$ cat config.mk
export PLATFORM = sky130hd
export DESIGN_NAME = sqrt_batch_sequencer
export DESIGN_NICKNAME = d
export VERILOG_FILES = /design/src/rtl/sqrt_seq_pkg.sv /design/src/rtl/sqrt_result_check.sv /design/src/rtl/sqrt_batch_sequencer.sv
export SDC_FILE = /design/constraint.sdc
export NUM_CORES = 1
export LEC_CHECK = 0
export CAP_MARGIN = 20
export CORE_MARGIN = 2
export CORE_UTILIZATION = 41
export DETAILED_ROUTE_END_ITERATION = 10
export HOLD_SLACK_MARGIN = 0.15
export PLACE_DENSITY = 0.72
export SLEW_MARGIN = 20
export SYNTH_ARGS = -nofsm -noshare
export SYNTH_HDL_FRONTEND = slang
export SYNTH_SLANG_ARGS = --single-unit
export TNS_END_PERCENT = 20
$ cat constraint.sdc
create_clock -name clk -period 5.76 [get_ports clk]
set_input_delay 1.152 -clock clk [delete_from_list [all_inputs] [get_ports clk]]
set_output_delay 1.152 -clock clk [all_outputs]
set_load 0.05 [all_outputs]
$ cat src/rtl/sqrt_seq_pkg.sv
// Shared definitions for the square-root batch sequencer: the controller
// state encoding and the default geometry of the operand/result buffers.
package sqrt_seq_pkg;

    localparam int DEF_DEPTH   = 16;
    localparam int DEF_W       = 8;
    localparam int DEF_RW      = 4;
    localparam int DEF_TIMEOUT = 255;

    typedef enum logic [2:0] {
        IDLE    = 3'd0,
        LOAD    = 3'd1,
        ASSERT  = 3'd2,
        WAIT_HI = 3'd3,
        WAIT_LO = 3'd4,
        FINISH  = 3'd5
    } seq_state_e;

endpackage

$ cat src/rtl/sqrt_result_check.sv
// Combinational root check: r is the integer square root of n exactly when
// r*r <= n < (r+1)*(r+1). Squares are formed one bit wider than 2*RW because
// r+1 can equal 2**RW.
module sqrt_result_check #(
    parameter int W  = 8,
    parameter int RW = 4
) (
    input  logic [W-1:0]  n_i,
    input  logic [RW-1:0] r_i,
    output logic          ok_o
);

    localparam int CW = 2 * RW + 1;

    logic [CW-1:0] r_ext;
    logic [CW-1:0] r1_ext;
    logic [CW-1:0] lo_sq;
    logic [CW-1:0] hi_sq;
    logic [CW-1:0] n_ext;

    // Bracket n between the square of r and the square of r+1.
    always_comb begin
        r_ext  = CW'(r_i);
        r1_ext = r_ext + CW'(1);
        lo_sq  = r_ext * r_ext;
        hi_sq  = r1_ext * r1_ext;
        n_ext  = CW'(n_i);
        ok_o   = (lo_sq <= n_ext) && (n_ext < hi_sq);
    end

endmodule

$ cat src/rtl/sqrt_batch_sequencer.sv
// Batch driver for the squareRoot unit: walks the operand buffer, runs each
// operand through the unit's st/done four-phase handshake, stores every root
// in the result buffer and counts roots that fail the arithmetic check.
// Any handshake phase that stalls for TIMEOUT cycles aborts the batch.
module sqrt_batch_sequencer
    import sqrt_seq_pkg::*;
#(
    parameter int DEPTH   = DEF_DEPTH,
    parameter int W       = DEF_W,
    parameter int RW      = DEF_RW,
    parameter int TIMEOUT = DEF_TIMEOUT
) (
    input  logic                     clk,
    input  logic                     rst,
    input  logic                     wr_en,
    input  logic [$clog2(DEPTH)-1:0] wr_addr,
    input  logic [W-1:0]             wr_data,
    input  logic                     go,
    input  logic [$clog2(DEPTH)-1:0] rd_addr,
    output logic [RW-1:0]            rd_data,
    output logic                     busy,
    output logic                     batch_done,
    output logic                     err,
    output logic [$clog2(DEPTH):0]   mismatch_cnt,
    output logic                     sq_st,
    output logic [W-1:0]             sq_n,
    input  logic                     sq_done,
    input  logic [RW-1:0]            sq_sqrt
);

    localparam int AW = $clog2(DEPTH);
    localparam int TW = $clog2(TIMEOUT + 1);
    localparam logic [AW-1:0] LAST_IDX = AW'(DEPTH - 1);
    localparam logic [TW-1:0] TMO_LAST = TW'(TIMEOUT - 1);

    seq_state_e state_q, state_d;

    logic [AW-1:0] idx_q, idx_d;
    logic [TW-1:0] tmo_q, tmo_d;
    logic          sq_st_q, sq_st_d;
    logic [W-1:0]  sq_n_q, sq_n_d;
    logic          err_q, err_d;
    logic [AW:0]   mcnt_q, mcnt_d;
    logic [RW-1:0] rd_data_q;

    logic [W-1:0]  op_mem  [DEPTH];
    logic [RW-1:0] res_mem [DEPTH];

    logic          op_we;
    logic          res_we;
    logic [RW-1:0] res_wdata;
    logic          root_ok;
    logic          tmo_hit;

    sqrt_result_check #(
        .W  (W),
        .RW (RW)
    ) u_check (
        .n_i  (sq_n_q),
        .r_i  (sq_sqrt),
        .ok_o (root_ok)
    );

    // The current handshake phase has used up its cycle budget.
    assign tmo_hit = (tmo_q == TMO_LAST);

    // State register.
    always_ff @(posedge clk) begin
        // NOTE: every clocked assignment is non-blocking so all registers
        // update from the same pre-edge values regardless of statement order.
        if (rst) begin
            state_q <= IDLE;
        end else begin
            state_q <= state_d;
        end
    end

    // Next-state logic: walk LOAD/ASSERT/WAIT_HI/WAIT_LO per entry, bail to
    // FINISH on a stalled phase.
    always_comb begin
        // NOTE: the default assignment up front keeps this block purely
        // combinational; a path that skips state_d would infer a latch.
        state_d = state_q;
        unique case (state_q)
            IDLE:    if (go) state_d = LOAD;
            LOAD:    state_d = ASSERT;
            ASSERT:  state_d = WAIT_HI;
            WAIT_HI: begin
                if (sq_done)      state_d = WAIT_LO;
                else if (tmo_hit) state_d = FINISH;
            end
            WAIT_LO: begin
                if (!sq_done)     state_d = (idx_q == LAST_IDX) ? FINISH : LOAD;
                else if (tmo_hit) state_d = FINISH;
            end
            FINISH:  state_d = IDLE;
            default: state_d = IDLE;
        endcase
    end

    // Datapath next values: operand launch, handshake, timeout and checking.
    always_comb begin
        idx_d     = idx_q;
        tmo_d     = tmo_q;
        sq_st_d   = sq_st_q;
        sq_n_d    = sq_n_q;
        err_d     = err_q;
        mcnt_d    = mcnt_q;
        op_we     = 1'b0;
        res_we    = 1'b0;
        res_wdata = '0;
        unique case (state_q)
            IDLE: begin
                op_we = wr_en;
                if (go) begin
                    err_d  = 1'b0;
                    mcnt_d = '0;
                    idx_d  = '0;
                end
            end
            LOAD: begin
                sq_n_d = op_mem[idx_q];
            end
            ASSERT: begin
                sq_st_d = 1'b1;
                tmo_d   = '0;
            end
            WAIT_HI: begin
                if (sq_done) begin
                    res_we    = 1'b1;
                    res_wdata = sq_sqrt;
                    sq_st_d   = 1'b0;
                    tmo_d     = '0;
                    if (!root_ok) mcnt_d = mcnt_q + (AW + 1)'(1);
                end else if (tmo_hit) begin
                    err_d   = 1'b1;
                    sq_st_d = 1'b0;
                    res_we  = 1'b1;
                end else begin
                    tmo_d = tmo_q + TW'(1);
                end
            end
            WAIT_LO: begin
                if (!sq_done) begin
                    if (idx_q != LAST_IDX) idx_d = idx_q + AW'(1);
                end else if (tmo_hit) begin
                    err_d   = 1'b1;
                    sq_st_d = 1'b0;
                end else begin
                    tmo_d = tmo_q + TW'(1);
                end
            end
            default: ;
        endcase
    end

    // Datapath registers.
    always_ff @(posedge clk) begin
        if (rst) begin
            idx_q   <= '0;
            tmo_q   <= '0;
            sq_st_q <= 1'b0;
            sq_n_q  <= '0;
            err_q   <= 1'b0;
            mcnt_q  <= '0;
        end else begin
            idx_q   <= idx_d;
            tmo_q   <= tmo_d;
            sq_st_q <= sq_st_d;
            sq_n_q  <= sq_n_d;
            err_q   <= err_d;
            mcnt_q  <= mcnt_d;
        end
    end

    // Operand and result buffers plus the registered read port.
    always_ff @(posedge clk) begin
        // NOTE: both buffers are cleared by reset, which keeps them as
        // flip-flop arrays; a RAM macro could not be reset this way.
        if (rst) begin
            for (int i = 0; i < DEPTH; i++) begin
                op_mem[i]  <= '0;
                res_mem[i] <= '0;
            end
            rd_data_q <= '0;
        end else begin
            if (op_we)  op_mem[wr_addr] <= wr_data;
            if (res_we) res_mem[idx_q]  <= res_wdata;
            rd_data_q <= res_mem[rd_addr];
        end
    end

    // Status outputs decoded from the current state.
    always_comb begin
        busy       = (state_q != IDLE);
        batch_done = (state_q == FINISH);
    end

    assign rd_data      = rd_data_q;
    assign err          = err_q;
    assign mismatch_cnt = mcnt_q;
    assign sq_st        = sq_st_q;
    assign sq_n         = sq_n_q;

endmodule

# == After elaboration in Yosys (flattened, before gate mapping) ==
# Memories as Yosys holds them, arrays and structs flattened. A register that Yosys moved wholly into a read port is not among the register bits.
# Cells that the tools add are included.
# classes
addsub,4
mul,2
magnitude_cmp,2
n_eq_ne,15
muxes,47
reduce_logical,13
# ops
cell,count
$mux 4,8
$mux 8,4
$pmux 8 s3,1
$mux 1,21
$mux 3,5
$mux 5,3
$pmux 3 s5,1
$ne 2x2->1 const B,7
$reduce_and 4->1,3
$pmux 5 s2,1
$lt 8x9->1,1
$mul 9x9->9,1
$reduce_bool 3->1,3
$add 8x1->8 const B,1
$eq 8x8->1 const B,1
$le 8x8->1,1
$mul 4x4->8,1
$pmux 4 s2,1
$reduce_or 8->1,1
$eq 3x2->1 const B,2
$eq 3x3->1 const B,2
$pmux 1 s3,2
$add 4x1->5 const B,1
$add 5x1->5 const B,1
9 further kinds,10
# word_totals
ff_bits,22
ramBits,192
inputBits,25
out_inout_bits,21
wordCells,91
memories,2
# mem_list
memory,words,word_bits,rd,rd_ports_with_merged_regs,write_ports,line,source
op_mem,16,8,1,1,16,sqrt_batch_sequencer.sv:46,logic [W-1:0] op_mem [DEPTH];
res_mem,16,4,1,1,16,sqrt_batch_sequencer.sv:47,logic [RW-1:0] res_mem [DEPTH];

# == Depth between registers and ports, before layout ==
# Gate-level depths: netlist of the first run.
# depth
ltp_word,9
mapped_depth,20
ltp_nobuf,19

# == Hierarchy ==
# From an unflattened synthesis of the first run, not the netlist that was laid out.
# hier_totals
cells_unflattened,953
area_unflattened_um2,11698.7
# by_module_without_submodules
mod,instances,cells_each,area_per_inst_um2,seq_area_each_um2
sqrt_batch_sequencer,1,830,10716.5,6446.2
sqrt_result_check,1,123,982.2,0.0

# == Worst setup path before layout of the first run ==
# OpenSTA, ideal clock, no wires.
# synth_path
path_type,input-to-reg
start,input sq_sqrt[2]
end,register mcnt_q[3] (netlist: mismatch_cnt[3])
setup_time_ps,69
arrival_time_ps,5506
required_time_ps,5691
path_slack_ps,185
cell_stages,20
n_path_buf,1
cell_sequence,clkbuf_1 and2_1 nand2_1 xor2_1 or2_2 fa_1 fa_1 inv_1 ha_1 a41o_1 ha_1 a21o_1 a21oi_1 xor2_1 ha_1 o21ai_0 a31oi_1 o2111ai_2 a2111o_1 o21ai_1
# synth_via
elab_chain_cells,6
word_cells_on_any_way,8
classes_between,add/sub: 1; mul: 2; order compare: 2; eq/ne: 1; reduce/logical: 2
# synth_rtl
item,line,source
"start, declared",sqrt_batch_sequencer.sv:28,input logic [RW-1:0] sq_sqrt
$add 4x1->5,sqrt_result_check.sv:24,r1_ext = r_ext + CW'(1);
$mul 9x9->9,sqrt_result_check.sv:26,hi_sq = r1_ext * r1_ext;
$lt 8x9->1,sqrt_result_check.sv:28,ok_o = (lo_sq <= n_ext) && (n_ext < hi_sq);
$logic_and 1x1->1 (*),sqrt_result_check.sv:28,
$ne 2x2->1 (no source line) (*),n/a,
$reduce_and 4->1 (no source line) (*),n/a,
"end signal, assigned",sqrt_batch_sequencer.sv:172,mcnt_q <= mcnt_d;
"end, declared",sqrt_batch_sequencer.sv:43,"logic [AW:0] mcnt_q, mcnt_d;"
# Mark *: on every way between the ends. The rest lies on a longest branch, timed or not.
# A chain may end at the register's enable or synchronous reset.

# == Worst setup path after layout of the first run ==
# layout_path
start,input sq_sqrt[0]
end,register mcnt_q[3] (netlist: mismatch_cnt[3])
# The elaborated chain is that of the path after synthesis.

==> results of run 1 <==
## final timing paths
kind	startpoint	to	slack (ns)
worst max-delay path	sq_sqrt[0]	mismatch_cnt[3]	0.31
worst min-delay path	tmo_q[7]	tmo_q[7]	0.49
worst max register to register	state_q[2]	op_mem[8][0]	2.94
worst min register to register	tmo_q[7]	tmo_q[7]	0.49
## cells in the mapped netlist (all sizes together), types with 2 or more instances
cell type	instances
a211oi	4
a21boi	2
a21o	5
a21oi	26
a22o	2
a22oi	2
a31oi	4
and2	132
and3	3
buf	18
clkbuf	27
dfxtp	34
edfxtp	192
fa	2
ha	37
inv	21
mux2i	3
mux4	60
nand2	39
nand2b	21
nand3	24
nand3b	2
nand4	10
nor2	101
nor2b	15
nor3	11
nor3b	2
o2111ai	2
o211ai	5
o21a	2
o21ai	21
o21bai	2
or2	21
or3	5
xnor2	5
xor2	6
## layer usage
layer  up-vias  track usage  wire length (µm)
met5         -            0                 0
met2       224        0.291             12200
met1      3500        0.232             10300
met3        40       0.0216              1420
li1       3330            -                 -
met4         0       0.0475               542
## power by group through the flow
stage | clock (µW) | combinational, µW | sequential [µW]
6_report | 1400 | 354 | 1860
5_1_grt | 1500 | 389 | 1870
4_1_cts | 1420 | 356 | 1860
3_5_place_dp | 0 | 353 | 1900
3_3_place_gp | 0 | 347 | 1890
2_1_floorplan | 0 | 222 | 1900
## state kept, by name (all words and copies together), names as in the netlist
name          count
op_mem          128
res_mem          64
sq_n              8
tmo_q             8
mismatch_cnt      5
idx_q             4
rd_data           4
state_q           3
err               1
sq_st             1
## worst max-delay path, cell delays in order
cell and delay [ns]:
clkdlybuf4s50_1 0.49, inv_1 0.06, ha_1 0.32, or2_2 0.33, fa_1 0.48, fa_1 0.52, inv_1 0.04, ha_1 0.28
a41o_1 0.19, ha_1 0.32, a21o_1 0.17, a21oi_1 0.16, xor2_1 0.09, ha_1 0.27, o21ai_0 0.06, a31oi_1 0.29
o2111ai_2 0.15, a2111o_1 0.43, o21ai_1 0.07
## layout make-up
cell class              instances  area (µm²)  area share
multi-input cells             590        4710       0.362
flip-flops and latches        226        6450       0.496
inverters                      21        78.8     0.00606
clock buffers                  32         649      0.0499
clock inverters                 9        57.6     0.00442
well taps                     378         473      0.0364
repair buffers                 65         591      0.0454
diodes                          1        2.50    0.000192
## per-stage QoR
| stage | setup TNS [ns] | hold slack [ns] | cells | total power [µW] |
|---|---|---|---|---|
| finish | 0 | 0.490 | 1322 | 3620 |
| global route | 0 | 0.518 | 1321 | 3750 |
| CTS | 0 | 0.494 | 1321 | 3640 |
| detailed placement | -0.821 | 0.482 | 1280 | 2250 |
| global placement | -0.273 | 0.470 | 1280 | 2240 |
| floorplan | 0 | 0.463 | 882 | 2130 |
## cells by family (layout without fill, tap and decap cells)
group	count (synthesis)	count (layout)
xor+xnor	11	11
compound gates	84	84
other cells	1	2
flops	226	226
mux	63	63
simple gates	392	392
fa+ha+maj	39	39
buf+inv	66	127
==> flow_summary.ini, run 1 <==
[cts]
cts.sinks = 226
clkTransAtPathRegs_ns = 0.06
post_cts_buffers = 0
hold_buffers = 0
cts_made_buffers = 23
htreeDepth = 1
tritoncts = built
postCtsResizedCells = 0
cts_root_buffer = clkbuf_16
clk_latency_ns = 0.52
clock_path_buffers = 3

[placement]
postPlaceCellArea_mm2 = 0.0123
place_ws_ns = -0.200
port_buffers = 45
hpwl_mm = 16.6
gp_congestion = 0.779

[run_status]
status = finished, final reports clean

[yosys]
yosys.area_share.adder = 0.0439
yosysUniqueCellTypes = 61
ys_ff_latch = 226
synthArstFlopShare = 0
yosysWarnings = 0
synth_compound_area_frac = 0.0466
synthFlopType = edfxtp_1
synth-edff-count = 192
synth_xor_area_frac = 0.00840
synth_area_mm2 = 0.0115
synth_top_cell_by_area = edfxtp_1
yosys.area_share.simple = 0.185
yosysTopAreaCellShare = 0.503
synth_top_family_by_area = simple AND/OR/NAND/NOR gates
synth_cells = 882
synthMuxAreaShare = 0.127
syn_nets = 946
ys_top_cells_by_area = edfxtp_1 (50%), mux4_2 (8.1%), and2_1 (7.2%)
synth_area_per_cell_um2 = 13.0
ys_seq_area_frac = 0.562

[worst_hold_path]
min_path_cells = 2
hp-class = reg -> reg

[global_routing]
grt_pass1_vias = 6910
overflow = 0
grtUsageTotal = 0.171
grt_max_degree = 62
grt_antenna_before_repair = 0
grt_pass1_wl_mm = 38.6

[die]
fp.dieW_um = 171
start_util = 0.415
dieHeight_um = 171
dieArea_mm2 = 0.0293
std_cell_rows = 61
ios = 46
core-area_mm2 = 0.0276

[timing]
rsz0062_at_grt = false
fin_skew_ns = 0.0223
tightest_slew_ns = 1.07
hold_violations = 0
finalCritPeriodShare = 0.947
finalSetupViolCount = 0
slew_headroom = 0.282
slew_violations = 0
setup_ws_ns = 0.307
min_period_ns = 5.45
fmax_mhz = 183

[worst_setup_path]
criticalPathCategory = in -> reg
worst_ep_arrival_time_ns = 5.90
startpoint_type = input pin
crit_path_max_fanout = 4
worstSetupEndpointType = flip-flop
crit_required_ns = 6.20
rr_worst_depth = 5

[drt]
firstDrtPassIters = 5
ant_nets = 0
num_vias = 7094
drt_first_iter_violations = 616
wl_mm = 24.5
viasPerCell = 5.37
wl_per_cell_um = 18.5
drc = 0

[power]
peakVddDrop_v = 0.000176
p_switching_uw = 847
power.leakage_uw = 0.00465
switching_share = 0.234
pwr-share-comb = 0.098
pwr-share-clk = 0.388
pwr-share-seq = 0.514
power_density_mw_per_mm2 = 278
p_int_uw = 2770

[finish]
finalNetCount = 991
syn_to_final_growth_pct = 13.4
layout_commonest_cell = edfxtp_1
postLayoutCellArea_mm2 = 0.0130
drive_above_1_share = 0.131
fin_util = 0.471
layout_common_cells = edfxtp_1 (192), and2_1 (132), nor2_1 (99), clkdlybuf4s50_1 (43), mux4_2 (41)
fillers = 2473

[job]
maxCapViolations = 0
(Power assumes the default switching activity.)
==> inputs of run 2 (changes only) <==
- GPL_TIMING_DRIVEN: unset -> 0
==> run 2 against run 1 <==
Fmax increased by 0.57%. Non-clock buffer count increased by 19. Design area increased by 0.74%. Global-route usage increased by 1.2 points. Setup slack improved by 0.031 ns. Power increased by 3.0%. Critical path depth unchanged. Clock power increased by 8%. Final cell count increased by 1.5%. Count of clock-buffer cells in the layout increased by 1. First-iteration DRC count increased by 15%. Largest power group unchanged. Highest routed layer unchanged.
==> flow_summary.ini, run 2 (synthesis results as in run 1) <==
[placement]
port_buffers = 40
postPlaceCellArea_mm2 = 0.0123
gp_congestion = 0.797
hpwl_mm = 18.2

[finish]
postLayoutCellArea_mm2 = 0.0131
layout_commonest_cell = edfxtp_1
layout_common_cells = edfxtp_1 (192), and2_1 (132), nor2_1 (99), mux4_2 (41), nand2_1 (39)
finalNetCount = 1011
multi_input_area_mm2 = 0.00472
largest_register = op_mem
seq_area_mm2 = 0.00645
diodes = 0
syn_to_final_growth_pct = 14.3
largest_reg_flops = 128
largestRegisters = op_mem x128, res_mem x64
fillers = 2463
drive_above_1_share = 0.124

[timing]
tightest_slew_ns = 0.993
slew_headroom = 0.333
fin_skew_ns = 0.00873
rsz0062_at_grt = false
hold_violations = 0
timing.hold.ws_ns = 0.491
finalCritPeriodShare = 0.941
fmax_mhz = 184
slew_violations = 0
finalSetupViolCount = 0
min_period_ns = 5.42

[die]
fp.dieW_um = 171
ios = 46
dieArea_mm2 = 0.0293
std_cell_rows = 61
start_util = 0.415
core-area_mm2 = 0.0276
dieHeight_um = 171

[cts]
tritoncts = built
hold_buffers = 0
cts_root_buffer = clkbuf_16
cts.sinks = 226
clk_latency_ns = 0.52
clock_path_buffers = 3
htreeDepth = 1
post_cts_buffers = 0
postCtsResizedCells = 4
cts_made_buffers = 24
clkTransAtPathRegs_ns = 0.06

[drt]
drc = 0
viasPerCell = 5.39
ant_nets = 0
drt_first_iter_violations = 707
firstDrtPassIters = 5
wl_per_cell_um = 19.3
wl_mm = 25.9
num_vias = 7235

[run_status]
status = finished, final reports clean

[worst_setup_path]
worst_ep_arrival_time_ns = 5.87
startpoint_type = input pin
crit_path_max_fanout = 9
crit_required_ns = 6.21
criticalPathCategory = in -> reg
setup.worst_path.start = sq_sqrt[0]
worstSetupEndpointType = flip-flop
reg2reg_from = state_q[1]

[power]
power.leakage_uw = 0.00469
peakVddDrop_v = 0.000298
power_density_mw_per_mm2 = 284

[global_routing]
grtUsageTotal = 0.182
grt_pass1_wl_mm = 40.8
grt_pass1_vias = 7188
grt_max_degree = 14
grt_antenna_before_repair = 0
overflow = 0

[worst_hold_path]
worstHoldStart = err
hp-class = reg -> reg

[job]
maxCapViolations = 0
==> run 2: routing by layer <==
metal  vias up  wire [µm]  GRT usage
li1       3373          -          -
met1      3602      11100      0.249
met2       216      12800      0.309
met3        44       1400     0.0246
met4         0        600     0.0486
met5         -          0          0
==> run 2: cell type report <==
type	count	area share
repair buffers	40	0.0300
well taps	378	0.0361
multi-input cells	590	0.360
clock buffers	33	0.0508
inverters	21	0.00601
flip-flops and latches	226	0.492
clock inverters	10	0.00735
plain buffers	44	0.0175
==> run 2: worst paths after layout <==
path | to | slack (ns) | cells past startpoint
hold / removal | err | 0.49 | 2
setup / recovery | mismatch_cnt[3] | 0.34 | 19
hold reg to reg | err | 0.49 | 2
setup reg to reg | op_mem[1][5] | 2.90 | 7
==> run 2: where the power goes <==
part / switching (µW) / internal, µW / total (µW) / leakage, µW
clock: 618 / 893 / 1510 / 0.000368
combinational: 217 / 144 / 361 / 0.00207
sequential: 22.6 / 1830 / 1850 / 0.00225
==> run 2: worst max-delay path, cell delays in order <==
cell and delay, ns:
clkbuf_2 0.21, inv_1 0.13, ha_1 0.39, or2_2 0.36
fa_1 0.49, fa_1 0.51, inv_1 0.05, ha_1 0.29
a41o_1 0.20, ha_1 0.33, a21o_1 0.18, a21oi_1 0.18
xor2_1 0.09, ha_1 0.29, o21ai_0 0.10, a31oi_2 0.26
o2111ai_2 0.18, a2111o_1 0.43, o21ai_1 0.06
==> run 2: through the flow <==
step / instances / worst slack, ns / setup TNS, ns / utilization / total power (µW)
6_report: 1342 / 0.338 / 0 / 0.474 / 3730
5_1_grt: 1342 / 0.0818 / 0 / 0.474 / 3850
4_1_cts: 1342 / 0.0232 / 0 / 0.475 / 3740
3_5_place_dp: 1300 / -0.777 / -3.33 / 0.447 / 2250
3_3_place_gp: 1300 / -0.748 / -3.18 / 0.447 / 2240
2_1_floorplan: 882 / 0.185 / 0 / - / 2130
==> inputs of run 3 (changes only) <==
- HOLD_SLACK_MARGIN: 0.15 -> unset
==> results of run 3 <==
Final layout, timing and power as in run 2 (identical DEF).
